--- src/rtl/id_ex_issue_stage.sv ---
`default_nettype none
// +----------------------------------------------------------------------------+
// | Module      : id_ex_issue_stage                                            |
// | Description : ID/EX pipeline register with EX-side operand forwarding,     |
// |               ALU-control decode and load-use hazard stall generation.     |
// |               Forwarding is built in when ID_EX_FORWARD_EN is defined.     |
// | Revision    : 1.0                                                          |
// +----------------------------------------------------------------------------+
module id_ex_issue_stage #(
  parameter int DW = 32,
  parameter int RW = 5
) (
  input  logic          clk,
  input  logic          rst,
  input  logic          hold,
  input  logic          flush,
  input  logic          id_valid,
  input  logic [DW-1:0] id_rs_data,
  input  logic [DW-1:0] id_rt_data,
  input  logic [DW-1:0] id_imm,
  input  logic [RW-1:0] id_rs,
  input  logic [RW-1:0] id_rt,
  input  logic [RW-1:0] id_rd,
  input  logic [1:0]    id_alu_op,
  input  logic [5:0]    id_funct,
  input  logic          id_alu_src,
  input  logic          id_reg_dst,
  input  logic          id_reg_write,
  input  logic          id_mem_read,
  input  logic          id_mem_write,
  input  logic          id_mem_to_reg,
  input  logic          exmem_reg_write,
  input  logic [RW-1:0] exmem_rd,
  input  logic [DW-1:0] exmem_result,
  input  logic          memwb_reg_write,
  input  logic [RW-1:0] memwb_rd,
  input  logic [DW-1:0] memwb_result,
  output logic [DW-1:0] alu_dataA,
  output logic [DW-1:0] alu_dataB,
  output logic [2:0]    alu_signal,
  output logic [DW-1:0] ex_store_data,
  output logic [RW-1:0] ex_dest,
  output logic          ex_valid,
  output logic          ex_reg_write,
  output logic          ex_mem_read,
  output logic          ex_mem_write,
  output logic          ex_mem_to_reg,
  output logic          ex_illegal,
  output logic          hazard_stall
);

  localparam logic [2:0] c_sig_and = 3'b000;
  localparam logic [2:0] c_sig_or  = 3'b001;
  localparam logic [2:0] c_sig_add = 3'b010;
  localparam logic [2:0] c_sig_sub = 3'b110;
  localparam logic [2:0] c_sig_slt = 3'b111;

  logic          r_valid, r_reg_write, r_mem_read, r_mem_write, r_mem_to_reg;
  logic          r_illegal, r_alu_src;
  logic [2:0]    r_signal;
  logic [DW-1:0] r_rs_data, r_rt_data, r_imm;
  logic [RW-1:0] r_rs, r_rt, r_dest;

  logic [2:0]    w_signal;
  logic          w_illegal;
  logic          w_load_use, w_raw_stall, w_bubble, w_load;
  logic [DW-1:0] w_opa, w_opb;

  always_comb begin
    w_signal  = c_sig_add;
    w_illegal = 1'b0;
    case (id_alu_op)
      2'b01: w_signal = c_sig_sub;
      2'b10: begin
        case (id_funct)
          6'b100000: w_signal = c_sig_add;
          6'b100010: w_signal = c_sig_sub;
          6'b100100: w_signal = c_sig_and;
          6'b100101: w_signal = c_sig_or;
          6'b101010: w_signal = c_sig_slt;
          default:   w_illegal = 1'b1;
        endcase
      end
      default: w_signal = c_sig_add;
    endcase
  end

  assign w_load_use = r_valid & r_mem_read & id_valid & (r_dest != '0) &
                      ((r_dest == id_rs) | (r_dest == id_rt));

`ifdef ID_EX_FORWARD_EN
  // EX/MEM is the younger producer, so it wins over MEM/WB
  always_comb begin
    w_opa = r_rs_data;
    if (exmem_reg_write && (exmem_rd != '0) && (exmem_rd == r_rs))
      w_opa = exmem_result;
    else if (memwb_reg_write && (memwb_rd != '0) && (memwb_rd == r_rs))
      w_opa = memwb_result;
    w_opb = r_rt_data;
    if (exmem_reg_write && (exmem_rd != '0) && (exmem_rd == r_rt))
      w_opb = exmem_result;
    else if (memwb_reg_write && (memwb_rd != '0) && (memwb_rd == r_rt))
      w_opb = memwb_result;
  end
  assign w_raw_stall = 1'b0;
`else
  logic w_rs_dep, w_rt_dep;
  logic w_unused_fwd;

  assign w_opa = r_rs_data;
  assign w_opb = r_rt_data;
  // Without bypass paths any in-flight producer of a source must drain first
  assign w_rs_dep = (id_rs != '0) &
                    ((r_valid & r_reg_write & (r_dest == id_rs)) |
                     (exmem_reg_write & (exmem_rd == id_rs)));
  assign w_rt_dep = (id_rt != '0) &
                    ((r_valid & r_reg_write & (r_dest == id_rt)) |
                     (exmem_reg_write & (exmem_rd == id_rt)));
  assign w_raw_stall = id_valid & (w_rs_dep | w_rt_dep);
  assign w_unused_fwd = ^{exmem_result, memwb_reg_write, memwb_rd, memwb_result, r_rs, r_rt};
`endif

  assign hazard_stall = ~flush & (w_load_use | w_raw_stall);
  assign w_bubble     = flush | (~hold & hazard_stall);
  assign w_load       = ~flush & ~hold & ~hazard_stall;

  always_ff @(posedge clk or posedge rst) begin
    if (rst) begin
      r_valid      <= 1'b0;
      r_reg_write  <= 1'b0;
      r_mem_read   <= 1'b0;
      r_mem_write  <= 1'b0;
      r_mem_to_reg <= 1'b0;
      r_illegal    <= 1'b0;
      r_signal     <= c_sig_add;
    end else if (w_bubble) begin
      r_valid      <= 1'b0;
      r_reg_write  <= 1'b0;
      r_mem_read   <= 1'b0;
      r_mem_write  <= 1'b0;
      r_mem_to_reg <= 1'b0;
      r_illegal    <= 1'b0;
      r_signal     <= c_sig_add;
    end else if (w_load) begin
      r_valid      <= id_valid;
      r_reg_write  <= id_valid & id_reg_write;
      r_mem_read   <= id_valid & id_mem_read;
      r_mem_write  <= id_valid & id_mem_write;
      r_mem_to_reg <= id_valid & id_mem_to_reg;
      r_illegal    <= id_valid & w_illegal;
      r_signal     <= id_valid ? w_signal : c_sig_add;
    end
  end

  // Datapath fields only matter while the control side says the slot is valid
  always_ff @(posedge clk or posedge rst) begin
    if (rst) begin
      r_rs_data <= '0;
      r_rt_data <= '0;
      r_imm     <= '0;
      r_rs      <= '0;
      r_rt      <= '0;
      r_dest    <= '0;
      r_alu_src <= 1'b0;
    end else if (w_load) begin
      r_rs_data <= id_rs_data;
      r_rt_data <= id_rt_data;
      r_imm     <= id_imm;
      r_rs      <= id_rs;
      r_rt      <= id_rt;
      r_dest    <= id_reg_dst ? id_rd : id_rt;
      r_alu_src <= id_alu_src;
    end
  end

  assign alu_dataA     = w_opa;
  assign alu_dataB     = r_alu_src ? r_imm : w_opb;
  assign ex_store_data = w_opb;
  assign alu_signal    = r_signal;
  assign ex_dest       = r_dest;
  assign ex_valid      = r_valid;
  assign ex_reg_write  = r_reg_write;
  assign ex_mem_read   = r_mem_read;
  assign ex_mem_write  = r_mem_write;
  assign ex_mem_to_reg = r_mem_to_reg;
  assign ex_illegal    = r_illegal;

endmodule
`default_nettype wire

--- config.mk ---
export PLATFORM = sky130hd
export DESIGN_NAME = id_ex_issue_stage
export DESIGN_NICKNAME = d
export VERILOG_FILES = /design/src/rtl/id_ex_issue_stage.sv
export SDC_FILE = /design/constraint.sdc
export NUM_CORES = 1
export LEC_CHECK = 0
export CORE_MARGIN = 4
export CORE_UTILIZATION = 33
export CTS_CLUSTER_DIAMETER = 60
export DETAILED_ROUTE_END_ITERATION = 8
export PLACE_DENSITY = 0.8
export SKIP_LAST_GASP = 1
export SYNTH_ARGS = -nofsm -noshare
export SYNTH_HDL_FRONTEND = slang
export SYNTH_SLANG_ARGS = --single-unit
--- constraint.sdc ---
create_clock -name clk -period 4.65 [get_ports clk]
set_input_delay 0.465 -clock clk [delete_from_list [all_inputs] [get_ports clk]]
set_output_delay 0.465 -clock clk [all_outputs]
set_load 0.005 [all_outputs]
==> flow_summary.toml, run 1 <==
[run_status]
status = "completed"

[floorplan]
io_pins = 317
coreArea_um2 = 15900
start_util_pct = 33.6
chipHeight_um = 135
die-area_um2 = 18300
rows = 46
die_w_um = 135

[grt]
grt_pass1_vias = 4287
antenna_found_initial = 0
grt_util_all_layers_pct = 14.9
grt_pass1_wl_um = 22000
grt_overflow = 0
grt_max_degree = 54

[logic_synthesis]
synthTopCellsByArea = "dfrtp_1, mux2_4, mux2_2"
syn_inst = 352
synth_edf_count = 0
yosys-top-cells-count = "dfrtp_1, mux2_4, mux2_2"
synthesis.nets = 560
yosysSeqAreaShare_pct = 52.1
ys.flop_type = "dfrtp_1"
synth.yosys.warnings = 0
ys_types = 32
synth_seq_cells = 111
netlist_area_um2 = 5330
synth_top_area_share_pct = 51.6
synth_largest_area_cell = "dfrtp_1"
synth_async_sr_flop_share_pct = 100
yosysMostFrequentCell = "dfrtp_1"
avgSynthCellArea_um2 = 15.1

[routing]
wl_um = 14100
dr.first_iter.drc_count = 149
drc = 0
viasPerCell = 4.68
routed-wl-met3_um = 936
via_count = 3829
wl_met2_um = 6900
ant_nets = 0
first_pass_iters = 4
routed.top_layer = "met4"
wl_per_cell_um = 17.2
met1_length_um = 5940

[placed_design]
gp_congestion = 0.928
hpwl_um = 10500
place_ws_ns = 1.46
io_buffers = 246
place_area_um2 = 8000

[critical_path]
path_class = "input port to primary output"
critical_path.startpoint = "id_rt[0]"
slowest_delay_ns = 0.61
path_common_cell = "clkdlybuf4s50_1"
crit_chain = "clkdlybuf4s50_1 > xnor2_1 > nand2_1 > nor4_1 > nor2_1 > a211oi_1 > clkdlybuf4s50_1"
crit_end = "hazard_stall"
rr_startpoint = "ex_dest[4]$_DFFE_PP0P_"
required_ns = 4.18
worst_ep_arrival_time_ns = 2.69
slowest_stage = "clkdlybuf4s50_1"
critPathMaxFanout = 5
rr_worst_depth = 7
worstReg2RegEnd = "alu_dataA[14]$_DFFE_PP0P_"
end_kind = "primary output"
rrSetupSlack_ns = 2.04
cp-start-kind = "input port"

[power]
swShare_pct = 25.4
power.switching_uw = 742
p_clk_share_pct = 27.6
p_int_uw = 2180
ir_drop_uv = 164
p_comb_share_pct = 30.9
p_seq_share_pct = 41.5
finalPower_uw = 2920
powerDensity_nw_per_um2 = 351
p_leak_uw = 0.00361

[run]
drv_cap = 0

[cells_and_area]
diodes = 0
layout-drive-gt1-share_pct = 27.2
final_cell_area_um2 = 8310
area_growth_pct = 55.9
nNetsFinal = 806

[clock_tree]
path_clk_slew_ns = 0.08
cts_buffer_depth = 2
root_buffer = "clkbuf_16"
clock_latency_ns = 0.35
cts_setup_buffers = 0
cts_hold_buffers = 0
cts_max_level = 3
clock-sinks = 111
cts_resized = 0
cts-buffers-inserted = 9
tritoncts = "built"

[sta]
period_needed_ns = 3.16
slew_headroom_pct = 54.9
worstMarginPinSlew_ns = 0.676
max_freq_ghz = 0.316
fin_skew_ns = 0.0169
hold_viol = 0
fin_setup_tns_ns = 0
setup_violations = 0
grt_setup_unrepaired = "false"
min_period_over_period_pct = 68.0
finalMaxSlewViolations = 0
setup_ws_ns = 1.49

[worst_hold_path]
hold_path_class = "input port to async pin"
area by class of cell:
| cell class | instances | area [um2] |
|---|---|---|
| Multi-Input combinational cell | 215 | 2380 |
| Tap cell | 216 | 270 |
| Sequential cell | 111 | 2780 |
| Fill cell | 1357 | 7570 |
| Clock inverter | 7 | 90.1 |
| Inverter | 10 | 40.0 |
| Clock buffer | 9 | 225 |
| Timing Repair Buffer | 251 | 2520 |
routing by layer:
layer | vias to the layer above | global-route usage [%]
met4 | 0 | 4.42
met5 | - | 0
li1 | 1740 | -
met3 | 21 | 4.36
met1 | 1902 | 18.9
met2 | 166 | 24.8
power groups by stage:
| stage | Clock [uW] | Sequential [uW] | Combinational [uW] |
|---|---|---|---|
| floorplan | 0 | 1210 | 390 |
| global placement | 0 | 1220 | 897 |
| detailed placement | 0 | 1230 | 912 |
| CTS | 832 | 1210 | 918 |
| global route | 869 | 1230 | 963 |
| finish | 807 | 1210 | 903 |
worst max-delay path: cells and delay by family:
kind,cells,cell delay (ns)
buffers and inverters,2,1.17
and+or+nand+nor,3,0.63
AOI/OAI and AO/OA,1,0.27
xor gates and xnor gates,1,0.15
stage by stage:
step                      std cells  hold slack [ns]  utilization, %
after global placement          803            0.460            50.4
after CTS                       819            0.346            52.3
after detailed placement        803            0.464            50.4
after global routing            819            0.354            52.3
after floorplan                 352            0.453               -
final                           819            0.358            52.3
worst min path at each step:
stage	start	to	slack [ns]
after floorplan	alu_signal[1]$_DFFE_PP1P_	alu_signal[1]$_DFFE_PP1P_	0.45
final	rst	ex_store_data[19]$_DFFE_PP0P_	0.36
after global routing	rst	ex_store_data[19]$_DFFE_PP0P_	0.35
after global placement	alu_signal[1]$_DFFE_PP1P_	alu_signal[1]$_DFFE_PP1P_	0.46
after CTS	rst	ex_store_data[19]$_DFFE_PP0P_	0.35
after detailed placement	alu_signal[1]$_DFFE_PP1P_	alu_signal[1]$_DFFE_PP1P_	0.46
cell usage in the layout (no fill, tap or decap), types with 2 or more instances in the layout:
| master | Yosys | routed |
|---|---|---|
| nand3_1 | 2 | 2 |
| o31ai_1 | 2 | 2 |
| o21ai_0 | 7 | 7 |
| inv_1 | 10 | 9 |
| buf_12 | 0 | 2 |
| dfrtp_1 | 110 | 110 |
| nand2_1 | 13 | 13 |
| or4_1 | 3 | 3 |
| clkbuf_16 | 0 | 9 |
| nand4_1 | 3 | 3 |
| nor4_1 | 2 | 2 |
| ha_1 | 2 | 2 |
| nor3b_1 | 2 | 2 |
| xnor2_1 | 17 | 17 |
| inv_6 | 0 | 2 |
| mux2_4 | 80 | 80 |
| buf_4 | 0 | 3 |
| o211ai_1 | 6 | 6 |
| mux2_2 | 60 | 60 |
| clkdlybuf4s50_1 | 0 | 246 |
| xor2_1 | 3 | 3 |
| nor2b_1 | 2 | 2 |
| clkinv_4 | 0 | 3 |
| nor2_1 | 2 | 2 |
logic make-up (layout without fill, tap and decap cells):
family          count (synthesis)  count (layout)  share of synthesized area [%]
mux                           140             140                           35.2
xor+xnor                       20              20                           3.29
compound gates                 23              23                           2.91
flops                         111             111                           52.1
fa+ha+maj                       2               2                          0.469
buf+inv                        26             277                           3.14
simple gates                   30              30                           2.86
Note: power is estimated with default switching activity, not from simulation.
==> run 2, diff against run 1 <==
==> constraint.sdc (replaced) <==
create_clock -name clk -period 3.2 [get_ports clk]
set_input_delay 0.32 -clock clk [delete_from_list [all_inputs] [get_ports clk]]
set_output_delay 0.32 -clock clk [all_outputs]
set_load 0.005 [all_outputs]
==> run 2 against run 1 <==
Effect of this change: clock power rose by 33%; sequential cell count unchanged; die area stayed put; largest power group unchanged; largest cell class unchanged.
==> flow_summary.toml, run 2 (same netlist as run 1, synthesis figures left out) <==
[run_status]
status = "completed"

[critical_path]
rrSetupSlack_ns = 0.61
rr_worst_depth = 8
crit_end = "hazard_stall"
critPathMaxFanout = 5
crit_buf_inv = 2
worst_ep_arrival_time_ns = 2.56
path_common_cell = "clkdlybuf4s50_1"
cp_num_cells = 7
end_kind = "primary output"
cp_top_family = "buffers and inverters"
rr_startpoint = "ex_dest[1]$_DFFE_PP0P_"
cp-start-kind = "input port"
slowest_stage = "clkdlybuf4s50_1"
critical_path.startpoint = "id_rt[0]"
crit_chain = "clkdlybuf4s50_1 > xnor2_1 > nand2_1 > nor4_1 > nor2_1 > a211oi_1 > clkdlybuf4s50_1"
path_class = "input port to primary output"
slowest_delay_ns = 0.61
worstReg2RegEnd = "r_imm[16]$_DFFE_PP0P_"
required_ns = 2.88

[clock_tree]
path_clk_slew_ns = 0.07
cts-buffers-inserted = 9
root_buffer = "clkbuf_16"
cts_resized = 0
cts_setup_buffers = 0
clock_latency_ns = 0.35
cts_buffer_depth = 2
cts_max_level = 3
tritoncts = "built"
clock-sinks = 111
cts_hold_buffers = 0

[routing]
wl_um = 14000
wl_per_cell_um = 17.0
ant_nets = 0
first_pass_iters = 4
drc = 0
dr.first_iter.drc_count = 109
via_count = 3778
viasPerCell = 4.60

[power]
p_leak_uw = 0.00361
ir_drop_uv = 312
powerDensity_nw_per_um2 = 498

[cells_and_area]
final_cells = 821
layout_commonest_cell = "clkdlybuf4s50_1"
diodes = 0
nNetsFinal = 808
final_cell_mix = "clkdlybuf4s50_1, dfrtp_1, mux2_4, mux2_2, xnor2_1"
area_growth_pct = 56.1
final_cell_area_um2 = 8320
layout-drive-gt1-share_pct = 27.4

[sta]
slew_headroom_pct = 59.8
grt_setup_unrepaired = "false"
fin_setup_tns_ns = 0
max_freq_ghz = 0.347
setup_ws_ns = 0.320
min_period_over_period_pct = 90.0
setup_violations = 0
period_needed_ns = 2.88
finalMaxSlewViolations = 0
worstMarginPinSlew_ns = 0.602
fin_skew_ns = 0.0128
hold_viol = 0

[floorplan]
die_w_um = 135
chipHeight_um = 135
die-area_um2 = 18300
start_util_pct = 33.6
io_pins = 317
coreArea_um2 = 15900
rows = 46

[grt]
grt_util_all_layers_pct = 14.9
grt_overflow = 0
antenna_found_initial = 0
grt_max_degree = 108
grt_pass1_wl_um = 21800
grt_pass1_vias = 4240

[run]
drv_cap = 0

[placed_design]
dp_cells = 805
hpwl_um = 10400
place_ws_ns = 0.208
place_area_um2 = 8040
gp_congestion = 0.937
io_buffers = 246

[worst_hold_path]
hold_path_class = "input port to async pin"
run 2: metrics by stage:
step / hold slack [ns] / utilization, % / power, uW
after floorplan: 0.453 / - / 2330
after global placement: 0.456 / 50.6 / 3080
after detailed placement: 0.456 / 50.6 / 3120
after CTS: 0.194 / 52.4 / 4220
after global routing: 0.227 / 52.4 / 4360
final: 0.215 / 52.4 / 4150
run 2: worst min path at each step:
stage / slack [ns] / end / startpoint / depth (start not counted)
6_report: 0.21 / r_imm[22]$_DFFE_PP0P_ / rst / 2
5_1_grt: 0.23 / r_imm[22]$_DFFE_PP0P_ / rst / 2
4_1_cts: 0.19 / r_imm[25]$_DFFE_PP0P_ / rst / 2
3_5_place_dp: 0.46 / alu_signal[1]$_DFFE_PP1P_ / alu_signal[1]$_DFFE_PP1P_ / 2
3_3_place_gp: 0.46 / alu_signal[1]$_DFFE_PP1P_ / alu_signal[1]$_DFFE_PP1P_ / 2
2_1_floorplan: 0.45 / alu_signal[1]$_DFFE_PP1P_ / alu_signal[1]$_DFFE_PP1P_ / 2
run 2: power by group:
| part | internal, uW | switching, uW |
|---|---|---|
| logic | 936 | 384 |
| registers | 1610 | 151 |
| clock network | 537 | 528 |
run 2: cell type report:
type,count,area [um2]
Fill cell,1363,7560
Tap cell,216,270
Clock inverter,7,55.1
Inverter,10,41.3
Sequential cell,111,2780
Clock buffer,9,225
Multi-Input combinational cell,215,2380
Timing Repair Buffer,253,2560
run 2: layer usage:
metal | vias up | share of wire, % | track usage [%]
met5 | - | 0 | 0
met4 | 0 | 1.4 | 4.37
met3 | 16 | 8.6 | 4.96
met2 | 179 | 49 | 24.9
met1 | 1836 | 41 | 18.3
li1 | 1747 | - | -
